### src/rtl/snitch_tcdm_bank_arbiter.sv
// Single-bank TCDM controller: round-robin sharing of a latency-1 SRAM port
// between NumPorts requesters, plus a sequenced zero-fill of the whole bank.
module snitch_tcdm_bank_arbiter #(
  parameter int unsigned NumPorts        = 2,
  parameter int unsigned TCDMDepth       = 512,
  parameter int unsigned NarrowDataWidth = 64,
  parameter bit          ClearOnReset    = 1'b1
) (
  input  logic                                        clk_i,
  input  logic                                        rst_i,
  input  logic [NumPorts-1:0]                         req_i,
  input  logic [NumPorts-1:0]                         we_i,
  input  logic [NumPorts*$clog2(TCDMDepth)-1:0]       addr_i,
  input  logic [NumPorts*(NarrowDataWidth/8)-1:0]     be_i,
  input  logic [NumPorts*NarrowDataWidth-1:0]         wdata_i,
  output logic [NumPorts-1:0]                         gnt_o,
  output logic [NumPorts-1:0]                         rvalid_o,
  output logic [NarrowDataWidth-1:0]                  rdata_o,
  input  logic                                        clear_req_i,
  output logic                                        clear_busy_o,
  output logic                                        clear_done_o,
  output logic                                        mem_cs_o,
  output logic                                        mem_we_o,
  output logic [$clog2(TCDMDepth)-1:0]                mem_addr_o,
  output logic [NarrowDataWidth/8-1:0]                mem_be_o,
  output logic [NarrowDataWidth-1:0]                  mem_wdata_o,
  input  logic [NarrowDataWidth-1:0]                  mem_rdata_i
);

  localparam int unsigned AW = $clog2(TCDMDepth);
  localparam int unsigned SW = NarrowDataWidth / 8;
  localparam int unsigned PW = $clog2(NumPorts);

  typedef enum logic {
    IDLE,
    CLEAR
  } state_e;

  localparam state_e ResetState = ClearOnReset ? CLEAR : IDLE;

  state_e               state_q, state_d;
  logic [AW-1:0]        cnt_q, cnt_d;
  logic [PW-1:0]        rr_q, rr_d;
  logic [NumPorts-1:0]  rsp_q;
  logic                 done_q, done_d;
  logic                 found;

  always_comb begin
    state_d     = state_q;
    cnt_d       = cnt_q;
    rr_d        = rr_q;
    done_d      = 1'b0;
    found       = 1'b0;
    gnt_o       = '0;
    mem_cs_o    = 1'b0;
    mem_we_o    = 1'b0;
    mem_addr_o  = '0;
    mem_be_o    = '0;
    mem_wdata_o = '0;
    unique case (state_q)
      IDLE: begin
        // Walk offsets from rr_q; rr_q < NumPorts so rr_q+off wraps at most once.
        for (int unsigned off = 0; off < NumPorts; off++) begin
          for (int unsigned k = 0; k < NumPorts; k++) begin
            if (!found && req_i[k] &&
                ((32'(rr_q) + off == k) || (32'(rr_q) + off == k + NumPorts))) begin
              found    = 1'b1;
              gnt_o[k] = 1'b1;
              rr_d     = (k == NumPorts - 1) ? '0 : PW'(k + 1);
            end
          end
        end
        for (int unsigned k = 0; k < NumPorts; k++) begin
          if (gnt_o[k]) begin
            mem_we_o    = we_i[k];
            mem_addr_o  = addr_i[k*AW +: AW];
            mem_be_o    = be_i[k*SW +: SW];
            mem_wdata_o = wdata_i[k*NarrowDataWidth +: NarrowDataWidth];
          end
        end
        mem_cs_o = found;
        if (clear_req_i) begin
          state_d = CLEAR;
        end
      end
      CLEAR: begin
        mem_cs_o    = 1'b1;
        mem_we_o    = 1'b1;
        mem_be_o    = '1;
        mem_wdata_o = '0;
        mem_addr_o  = cnt_q;
        cnt_d       = cnt_q + 1'b1;
        if (cnt_q == AW'(TCDMDepth - 1)) begin
          state_d = IDLE;
          cnt_d   = '0;
          done_d  = 1'b1;
        end
      end
      default: state_d = IDLE;
    endcase
  end

  always_ff @(posedge clk_i or posedge rst_i) begin
    if (rst_i) begin
      state_q <= ResetState;
      cnt_q   <= '0;
      rr_q    <= '0;
      rsp_q   <= '0;
      done_q  <= 1'b0;
    end else begin
      state_q <= state_d;
      cnt_q   <= cnt_d;
      rr_q    <= rr_d;
      rsp_q   <= gnt_o;
      done_q  <= done_d;
    end
  end

  assign rvalid_o     = rsp_q;
  assign rdata_o      = mem_rdata_i;
  assign clear_busy_o = (state_q == CLEAR);
  assign clear_done_o = done_q;

endmodule
### config.mk
export PLATFORM = sky130hd
export DESIGN_NAME = snitch_tcdm_bank_arbiter
export DESIGN_NICKNAME = d
export VERILOG_FILES = /design/src/rtl/snitch_tcdm_bank_arbiter.sv
export SDC_FILE = /design/constraint.sdc
export NUM_CORES = 1
export LEC_CHECK = 0
export CAP_MARGIN = 20
export CORE_AREA = 5 5 145 147
export DETAILED_ROUTE_END_ITERATION = 6
export DIE_AREA = 0 0 150 152
export DONT_BUFFER_PORTS = 1
export GPL_TIMING_DRIVEN = 1
export PLACE_DENSITY = 0.32
export SYNTH_ARGS = -nofsm -noshare
export SYNTH_HDL_FRONTEND = slang
export SYNTH_SLANG_ARGS = --single-unit
### constraint.sdc
create_clock -name clk_i -period 2.2 [get_ports clk_i]
set_clock_uncertainty 0.1 [all_clocks]
set_input_delay 0.33 -clock clk_i [delete_from_list [all_inputs] [get_ports clk_i]]
set_output_delay 0.33 -clock clk_i [all_outputs]
set_load 0.01 [all_outputs]
==> results of run 1 <==
state kept, by name (all words and copies together) (netlist names):
register,cells
cnt_q,9
rvalid_o,2
clear_busy_o,1
clear_done_o,1
rr_q,1
power breakdown:
| part | total, W | switching [W] | internal [W] |
|---|---|---|---|
| clock | 0.000359 | 0.000114 | 0.000246 |
| combinational | 0.000838 | 0.000427 | 0.000411 |
| sequential | 0.000439 | 0.000104 | 0.000335 |
| total | 0.00164 | 0.000645 | 0.000991 |
per-stage QoR:
stage               cells  total power [W]  cell area, um2  hold WS [ns]
floorplan             235          0.00101            2070         0.119
global placement      427          0.00105            1870         0.211
detailed placement    427          0.00105            1870         0.217
CTS                   446          0.00157            2370         0.113
global route          458          0.00173            2680         0.125
finish                458          0.00164            2680         0.112
layout by cell type, fill, tap and decap left out, types with 2 or more instances in the layout:
cell type / netlist / routed
a221o_1: 18 / 18
a22o_1: 66 / 46
nor2_1: 3 / 3
nand4_1: 3 / 3
a22o_4: 0 / 20
nor2_4: 0 / 3
ha_1: 2 / 2
nor2_2: 1 / 2
dfrtp_1: 13 / 13
o21ai_0: 7 / 7
bufbuf_16: 0 / 5
nand2_1: 3 / 3
clkbuf_16: 0 / 7
and2_1: 10 / 10
buf_12: 0 / 10
nand3_1: 2 / 2
a21oi_1: 3 / 3
mux2_2: 2 / 2
or3_1: 4 / 4
buf_4: 64 / 6
buf_6: 8 / 2
per-layer routing:
| metal | wire (um) | track usage (%) | up-vias |
|---|---|---|---|
| met5 | 0 | 0 | - |
| met2 | 6630 | 17.2 | 164 |
| met3 | 1130 | 2.92 | 32 |
| met1 | 4520 | 10.1 | 948 |
| met4 | 312 | 2.09 | 0 |
| li1 | - | - | 756 |
what timing repair did:
item	4_1_cts	5_1_grt
endpoints found under the setup margin	73	70
cloned	11	7
buffers inserted	3	5
gates resized for setup	23	14
hold endpoints to repair	13	0
hold buffers	1	0
pin swaps	11	4
worst max-delay path by stage:
stage,end,slack (ns),depth (start not counted)
floorplan,mem_wdata_o[54],0.32,6
global placement,mem_wdata_o[48],-0.06,4
detailed placement,mem_wdata_o[9],-0.13,4
CTS,mem_addr_o[4],-0.07,5
global route,mem_addr_o[1],-0.07,5
finish,mem_addr_o[4],-0.02,5
worst register-to-register path: cells and delay by family, from the launching register on:
kind / cells / cell delay, ns
buffers and inverters: 2 / 0.37
and+or+nand+nor: 2 / 0.57
DFF: 1 / 0.57
AOI/OAI and AO/OA: 1 / 0.15
layout make-up:
cell class                      instances  area, um2
Clock buffer                            4       78.8
Fill cell                            2293      17100
Inverter                                2       11.3
Multi-Input combinational cell        138       1320
Sequential cell                        14        352
Tap cell                              270        338
Timing Repair Buffer                   30        583
cell families after synthesis:
logic type,count (synthesis),share of synthesized area (%)
xor+xnor,1,0.423
simple gates,32,8.93
flops,14,17.0
fa+ha+maj,2,1.21
buf+inv,87,30.8
mux,2,1.09
compound gates,97,40.6
==> flow_metrics.py, run 1 <==
metrics = {
    "run_status": {
        "status": "finished, violations left",
        "failed_checks": "negative setup slack",
    },
    "worst_setup_path": {
        "start_kind": "flop",
        "critPathArrivalTime_ns": 1.79,
        "cpLargestDelayFamily": "flip-flops",
        "path_class": "reg2out",
        "timing.rr.start": "clear_busy_o$_DFF_PP1_",
        "reg2reg_depth": 5,
        "slowest_stage": "dfstp_2",
        "critPathMaxStageDelay_ns": 0.57,
        "critical_path_buf_inv_count": 3,
        "critPathLaunch": "clear_busy_o$_DFF_PP1_",
        "critPathCaptureType": "output port",
        "crit_fanout": 12,
        "reg2reg_slack_ns": 0.37,
        "crit_chain": "buf_12 > clkinvlp_4 > and2_4 > buf_12 > a221o_1",
        "crit_top_cell": "buf_12",
        "critPathRequiredTime_ns": 1.77,
        "r2r-end": "cnt_q[7]$_DFFE_PP0P_",
    },
    "grt": {
        "grt_max_degree": 37,
        "antenna_found_initial": 0,
        "grt_pass1_vias": 1957,
        "grt_pass1_wl_mm": 15.3,
        "grt_use_total_pct": 9.25,
        "overflow": 0,
    },
    "yosys": {
        "synth-seq-cells": 14,
        "synth.top_cell.area_share_pct": 27.9,
        "synthCells": 235,
        "ys_warn_count": 0,
        "ys.flop_type": "dfrtp_1",
        "synthArstFlopShare_pct": 100,
        "synth.distinct_cells": 27,
        "syn-cell-area_mm2": 0.00207,
        "synth_fp_nets": 470,
        "yosysMostFrequentCell": "a22o_1",
        "yosysSeqAreaShare_pct": 17.0,
        "synth_common_cells": "66 x a22o_1, 64 x buf_4, 18 x a221o_1, 13 x dfrtp_1",
        "synth_enable_flop_cells": 0,
        "avgSynthCellArea_um2": 8.82,
        "yosys.area.top_type": "a22o_1",
        "synth.area.top_cells": "a22o_1 28%, buf_4 23%, dfrtp_1 16%",
    },
    "floorplanning": {
        "ioPinCount": 386,
        "row_count": 52,
        "start_util_pct": 10.5,
        "core_mm2": 0.0198,
        "die-area_mm2": 0.0228,
        "die_h_um": 152,
        "fp.dieW_um": 150,
    },
    "clock_network": {
        "numCtsBuffers": 3,
        "clock-sinks": 14,
        "cts_root_buf": "clkbuf_16",
        "clk_pin_slew_ns": 0.05,
        "clk_latency_ns": 0.25,
        "cts_tree": "yes",
        "cts_buffer_depth": 2,
        "htree_levels": 1,
    },
    "min_path": {
        "min_to": "clear_busy_o$_DFF_PP1_",
        "hp-start": "clear_req_i",
        "hold_class": "in2reg",
        "whs_path_depth": 1,
    },
    "power": {
        "powerDensity_mw_per_mm2": 611,
        "p_leak_nw": 1.06,
        "vdd_drop_max_uv": 715,
    },
    "detailed_routing": {
        "ant_nets": 0,
        "drt-initial-drc-count": 89,
        "drc": 0,
        "routedWlPerCell_um": 27.5,
        "viasPerCell": 4.15,
        "wirelength_mm": 12.6,
        "first_pass_iters": 4,
        "route.vias.total": 1900,
    },
    "timing": {
        "finalHoldViolCount": 0,
        "fin_setup_tns_ns": -0.0636,
        "slew_violations": 0,
        "tightest_slew_ns": 0.612,
        "fin_ws_ns": -0.0244,
        "min_period_ns": 2.22,
        "rsz0062_at_grt": "yes",
        "final-setup-viol-count": 3,
        "period_share_pct": 101,
        "max_freq_ghz": 0.450,
        "maxSlewHeadroom_pct": 59.1,
    },
    "final_layout": {
        "nNetsFinal": 424,
        "syn_to_final_growth_pct": 29.1,
        "post-route-util_pct": 13.5,
        "n_antenna_cell": 0,
        "drive_gt1_share_pct": 35.1,
    },
    "job": {
        "drv_cap": 0,
    },
    "place": {
        "portBuffers": 0,
        "gp_congestion": 0.725,
        "hpwlAfterDp_mm": 8.55,
        "dp_slack_ns": -0.132,
    },
}
(Power assumes the default switching activity.)
==> run 2, diff against run 1 <==
--- a/config.mk
+++ b/config.mk
@@ -7,6 +7,7 @@
 export LEC_CHECK = 0
 export CAP_MARGIN = 20
 export CORE_AREA = 5 5 145 147
+export CTS_CLUSTER_DIAMETER = 120
 export DETAILED_ROUTE_END_ITERATION = 6
 export DIE_AREA = 0 0 150 152
 export DONT_BUFFER_PORTS = 1
==> results of run 2 <==
No change in the layout: final DEF, timing and power equal those of run 1.
